## config.mk

```make
export PLATFORM = sky130hd
export DESIGN_NAME = idev_input_fifo
export DESIGN_NICKNAME = d
export VERILOG_FILES = /design/src/rtl/idev_input_fifo.sv
export SDC_FILE = /design/constraint.sdc
export NUM_CORES = 1
export LEC_CHECK = 0
export BUFFER_PORTS_ARGS = -buffer_cell sky130_fd_sc_hd__buf_2
export CORE_UTILIZATION = 40
export CTS_BUF_LIST = sky130_fd_sc_hd__clkbuf_4 sky130_fd_sc_hd__clkbuf_8
export CTS_CLUSTER_DIAMETER = 40
export DETAILED_ROUTE_END_ITERATION = 8
export GPL_TIMING_DRIVEN = 1
export PLACE_DENSITY_LB_ADDON = 0.15
export SYNTH_ARGS = -nofsm -noshare
export SYNTH_HDL_FRONTEND = slang
export SYNTH_SLANG_ARGS = --single-unit
```

## constraint.sdc

```tcl
create_clock -name clk -period 3.6 [get_ports clk]
set_input_delay 0.9 -clock clk [delete_from_list [all_inputs] [get_ports clk]]
set_output_delay 0.9 -clock clk [all_outputs]
set_load 0.02 [all_outputs]
```

## src/rtl/idev_input_fifo.sv

```systemverilog
// idev_input_fifo: byte FIFO feeding the CPU in_idev0 input port.
// Latency: a pushed byte is readable the cycle after its push edge; a data read
// returns the head byte combinationally (first-word fall-through). Backpressure:
// src_ready = !full, taken from the registered count only.
//
// Ports:
//   clk            system clock, rising edge
//   rst_pb_bar     asynchronous active-low reset
//   src_data/src_valid/src_ready  producer handshake (transfer on valid & ready)
//   io_rd/io_addr  CPU input-read strobe and io address
//   underflow_clr  clears the sticky underflow flag
//   idev_data      byte presented to the CPU
//   empty/full/count/underflow    occupancy and error status
//
// Optional feature: define IDEV_STATUS_EN to map a status byte
// {underflow, full, empty, count[4:0]} at STAT_ADDR. Without it STAT_ADDR reads
// as an unmapped address (8'h00).

module idev_input_fifo #(
  parameter int          DEPTH     = 16,
  parameter logic [11:0] DATA_ADDR = 12'h000,
  parameter logic [11:0] STAT_ADDR = 12'h001
) (
  input  logic        clk,
  input  logic        rst_pb_bar,
  input  logic [7:0]  src_data,
  input  logic        src_valid,
  output logic        src_ready,
  input  logic        io_rd,
  input  logic [11:0] io_addr,
  input  logic        underflow_clr,
  output logic [7:0]  idev_data,
  output logic        empty,
  output logic        full,
  output logic [4:0]  count,
  output logic        underflow
);

  localparam int AW = (DEPTH > 1) ? $clog2(DEPTH) : 1;

  logic [7:0]    mem [DEPTH];
  logic [AW-1:0] wr_ptr;
  logic [AW-1:0] rd_ptr;

  logic data_rd;
  logic stat_rd;
  logic push;
  logic pop;

  assign empty     = (count == 5'd0);
  assign full      = (count == 5'(DEPTH));
  assign src_ready = !full;

  assign data_rd = io_rd && (io_addr == DATA_ADDR);
  assign stat_rd = io_rd && (io_addr == STAT_ADDR);
  assign push    = src_valid && src_ready;
  assign pop     = data_rd && !empty;

  // Storage is deliberately not reset; contents are only visible through the
  // pointers, which are.
  always_ff @(posedge clk) begin
    if (push) begin
      mem[wr_ptr] <= src_data;
    end
  end

  always_ff @(posedge clk or negedge rst_pb_bar) begin
    if (!rst_pb_bar) begin
      wr_ptr <= '0;
      rd_ptr <= '0;
      count  <= 5'd0;
    end else begin
      if (push) begin
        wr_ptr <= wr_ptr + 1'b1;
      end
      if (pop) begin
        rd_ptr <= rd_ptr + 1'b1;
      end
      unique case ({push, pop})
        2'b10:   count <= count + 5'd1;
        2'b01:   count <= count - 5'd1;
        default: count <= count;
      endcase
    end
  end

  // Set wins over clear so an underflow in the same cycle as a clear is kept.
  always_ff @(posedge clk or negedge rst_pb_bar) begin
    if (!rst_pb_bar) begin
      underflow <= 1'b0;
    end else if (data_rd && empty) begin
      underflow <= 1'b1;
    end else if (underflow_clr) begin
      underflow <= 1'b0;
    end
  end

  // A push into an empty FIFO is not bypassed: the head byte is only shown
  // once count is nonzero.
  always_comb begin
    idev_data = 8'h00;
    if (data_rd) begin
      if (!empty) begin
        idev_data = mem[rd_ptr];
      end
    end
`ifdef IDEV_STATUS_EN
    else if (stat_rd) begin
      idev_data = {underflow, full, empty, count};
    end
`else
    else if (stat_rd) begin
      idev_data = 8'h00;
    end
`endif
  end

endmodule

```

Word-level counts from Yosys, hierarchy flattened. Memory sizes are Yosys's and may differ from the RTL's. Cells that the tools add are included.

Bits in registers: 14. RAM bits: 128. Input bits: 25. Output and inout bits: 17. Logic and storage cells: 29. Memories kept: 1.

Add/subtract/negate cells: 4. Eq/ne operators: 3. Mux-type cells: 7. Reductions and logical operators: 10.

Memory list: mem (depth 16, bits a word 8, read ports 1, clocked after memory_dff 0, wr ports 1, RTL line 41) `logic [7:0] mem [DEPTH];`.

Operators with widths (count): $mux W8 (2); $logic_not A12 Y1 (1); $pmux W5 S2 (1); $add A4 B1 Y4 const B (2); $add A5 B1 Y5 const B (1); $eq A5 B5 Y1 const B (1); $logic_not A5 Y1 (1); $sub A5 B1 Y5 const B (1); $logic_and A1 B1 Y1 (4); $mux W1 (4); $reduce_bool A2 Y1 (2); $eq A2 B1 Y1 const B (1); $eq A2 B2 Y1 const B (1); $logic_not A1 Y1 (2).

Logic depth before layout (Yosys ltp).
Depth after elaboration: 5. Depth in mapped cells: 14. Depth with buffers taken out: 11.

Worst setup path after synthesis. Ideal clock, no wire load.

Path type: in2reg. Start point: input io_addr[8]. End point: register count[4]. Setup time: 143 ps. Data arrival time: 3127 ps. Data required time: 3457 ps. Path slack: 331 ps. Stages on the path: 13. Path buffers: 2. Cell sequence: nor4b_1 > nand4_1 > or2_4 > clkbuf_8 > inv_1 > ha_1 > clkbuf_1 > xor2_1 > ha_1 > nor3_1 > o2111ai_1 > o311ai_0 > xor2_1.

Cells in the longest elaborated chain, start to end: 5. Elaborated cells between the ends (all ways): 7. Those cells by class: eq/ne (2); mux (1); reduce/logical (4).

RTL lines: from (decl) (RTL line 30) `input logic [11:0] io_addr,`; $logic_not A12 Y1 * (RTL line 54) `assign data_rd = io_rd && (io_addr == DATA_ADDR);`; $logic_and A1 B1 Y1 * (RTL line 54); $logic_and A1 B1 Y1 * (RTL line 57) `assign pop = data_rd && !empty;`; net pop (RTL line 48) `logic pop;`; $eq A2 B1 Y1 / $eq A2 B2 Y1 (equally long branches) (RTL line 79) `unique case ({push, pop})`; $pmux W5 S2 / $reduce_bool A2 Y1 (equally long branches); to (signal assigned) (RTL line 80) `2'b10: count <= count + 5'd1;`; to (signal assigned) (RTL line 81) `2'b01: count <= count - 5'd1;`; to (signal assigned) (RTL line 82) `default: count <= count;`; to (decl) (RTL line 35) `output logic [4:0] count,`.

The timed path passes the listed nets; every way through them passes the cells marked *. A chain may end at the register's enable or synchronous reset.

Worst setup path in the final report.
Start point: register rd_ptr[2]. End point: output idev_data[2].

Cells in the longest elaborated chain, start to end: 3.

RTL lines: from (decl) (RTL line 43) `logic [AW-1:0] rd_ptr;`; from (signal assigned) (RTL line 77) `rd_ptr <= rd_ptr + 1'b1;`; $mem_v2 Z16 W8; $mux W8 (RTL line 103) `if (!empty) begin`; $mux W8 (RTL line 102) `if (data_rd) begin`; to (decl) (RTL line 32) `output logic [7:0] idev_data,`.

Every way passes these cells.

==> out/metrics.yaml <==
status:
  outcome: "finished clean"
final_layout:
  syn_to_final_growth_pct: 14.0
  final_cell_mix: "edfxtp_1, buf_2, mux4_2"
  diodes: 0
  final_common_cell: "edfxtp_1"
  layout-drive-gt1-share: 0.300
  fin_nets: 411
placed_design:
  hpwl_mm: 7.49
  port_buffers: 41
  place_congestion: 0.777
cts:
  cts_hold_repair.buffers: 0
  cts_resized: 0
  clock_path_buffers: 2
  post-cts-setup-buffers: 0
  clock_latency_ns: 0.44
  clk_pin_slew_worst_paths_ns: 0.08
  htreeDepth: 4
  cts_tree: "done"
  clock-sinks: 142
  cts_inserted_buffers: 17
  root_buffer: "clkbuf_8"
yosys:
  ys_top_cells_by_area: "edfxtp_1, mux4_2, dfrtp_1"
  synth.avg_cell_area_um2: 18.9
  syn_area_um2: 5940
  synth-seq-cells: 142
  synth_top_cell_area_share: 0.647
  async_flop_share: 0.0986
  synth_warnings: 0
  seq_area_frac_synth: 0.706
  synth-edff-count: 128
  synthCells: 314
  synth_nets: 348
  yosys.area.top_type: "edfxtp_1"
  synthFlopType: "edfxtp_1"
  ys_types: 43
flow_run:
  drv_cap: 0
sta:
  hold_viol: 0
  rsz0062_at_grt: "false"
  skew_ns: 0.0112
  finalSetupTns_ns: 0
  clock.fmax_mhz: 295
  slew_headroom: 0.461
  min_period_ns: 3.39
  finalSetupViolCount: 0
  tightest_slew_ns: 0.805
  finalMaxSlewViolations: 0
  period_share: 0.942
  whs_ns: 0.356
route:
  drc: 0
  firstDrtPassIters: 4
  ant_nets: 0
  viasPerCell: 5.30
  vias: 3040
  wirelength_mm: 12.1
  avgRoutedWirePerCell_um: 21.2
  drt-initial-drc-count: 213
critical_path:
  cp-end-kind: "output pin"
  rr_endpoint: "count[4]"
  path_class: "reg -> out"
  critPathMaxFanout: 34
  max_stage_delay_ns: 0.65
  r2r_cells: 11
  required_ns: 2.70
  critPathSlowestCell: "mux4_1"
  start_kind: "flop"
  critPathArrivalTime_ns: 2.49
  reg2reg_setup_slack_ns: 0.73
  crit_chain: "buf_12 > mux4_1 > nor2b_1 > a31oi_1 > a21oi_1 > buf_2"
  rr_startpoint: "count[1]"
floorplanning:
  start_util: 0.409
  dieHeight_um: 124
  die_w_um: 124
  io_pins: 42
  rows: 44
  dieArea_um2: 15400
  core_um2: 14500
grt:
  grt_pass1_vias: 3037
  antenna_found_initial: 0
  grt_max_degree: 35
  grt-ovfl-total: 0
  grt_pass1_wl_mm: 18.1
  track_usage: 0.174
pwr:
  peakVddDrop_mv: 0.246
  power_per_cell_area_nw_per_um2: 575
  leakage_nw: 2.34
min_path:
  hold_class: "in -> async"
[synthesized netlist by cell type, types with 5 or more instances]
master and number:
a31oi_1 8, clkbuf_8 5, a22oi_1 8, nor3_1 7, nor2b_1 9, mux4_2 19
xor2_1 5, dfrtp_1 14, edfxtp_1 128, mux4_1 13, nor2_1 16, nand2_1 10
a21oi_1 9, xnor2_1 7, inv_1 9, ha_1 9
[through the flow]
| stage | cell area [um2] | setup slack (ns) | util | instances | total power [mW] |
|---|---|---|---|---|---|
| after floorplan | 5940 | 0.331 | - | 314 | 2.46 |
| after global placement | 6390 | 0.426 | 0.439 | 542 | 2.67 |
| after detailed placement | 6390 | 0.322 | 0.439 | 542 | 2.68 |
| after CTS | 6780 | 0.165 | 0.466 | 574 | 3.94 |
| after global routing | 6780 | 0.131 | 0.466 | 574 | 4.08 |
| final | 6780 | 0.207 | 0.466 | 574 | 3.90 |
[where the power goes]
| part | leakage (nW) | switching, mW | internal [mW] | total [mW] |
|---|---|---|---|---|
| Clock | 0.196 | 0.578 | 0.679 | 1.26 |
| Sequential | 1.33 | 0.129 | 1.99 | 2.12 |
| Combinational | 0.812 | 0.311 | 0.204 | 0.515 |
[final cells by class]
| type | count | area [um2] |
|---|---|---|
| multi-input cells | 147 | 1550 |
| well taps | 184 | 230 |
| repair buffers | 60 | 373 |
| clock inverters | 14 | 150 |
| fillers | 1264 | 7760 |
| flip-flops and latches | 142 | 4200 |
| clock buffers | 18 | 241 |
| inverters | 9 | 33.8 |
[layer usage]
layer  global-route usage  vias to the layer above  part of all wire
li1                     -                     1390                 -
met1                0.244                     1576              0.47
met2                0.261                       69              0.48
met3               0.0504                        5             0.045
met4               0.0536                        0            0.0073
met5                    0                        -                 0
[kinds of logic after synthesis]
kind of cell / after synthesis / share of synthesized area
flip-flops: 142 / 0.706
multiplexers: 34 / 0.133
XOR/XNOR: 12 / 0.0177
adder cells (fa/ha/maj): 9 / 0.0189
AO/OA/AOI/OAI: 35 / 0.0389
AND/OR/NAND/NOR: 57 / 0.0526
buffers and inverters: 25 / 0.0328
[flip-flops by register name (all words and copies together) (netlist names)]
| register | cells |
|---|---|
| count | 5 |
| rd_ptr | 4 |
| wr_ptr | 4 |
| mem | 128 |
| underflow | 1 |
[worst max-delay path by stage]
stage / startpoint / depth (start not counted) / endpoint / slack (ns)
after floorplan: io_addr[8] / 13 / count[4] / 0.33
after global placement: io_addr[1] / 12 / count[4] / 0.43
after detailed placement: io_addr[8] / 12 / count[4] / 0.32
after CTS: rd_ptr[2] / 6 / idev_data[2] / 0.16
after global routing: rd_ptr[2] / 6 / idev_data[2] / 0.13
final: rd_ptr[2] / 6 / idev_data[2] / 0.21
[worst max-delay path: cells and delay by family (launching register included)]
kind                   cells  cell delay, ns
buffers and inverters      2            0.45
muxes                      1            0.65
and+or+nand+nor            1            0.16
DFF                        1            0.38
AOI/OAI and AO/OA          2            0.40
Note: power is estimated with default switching activity, not from simulation.
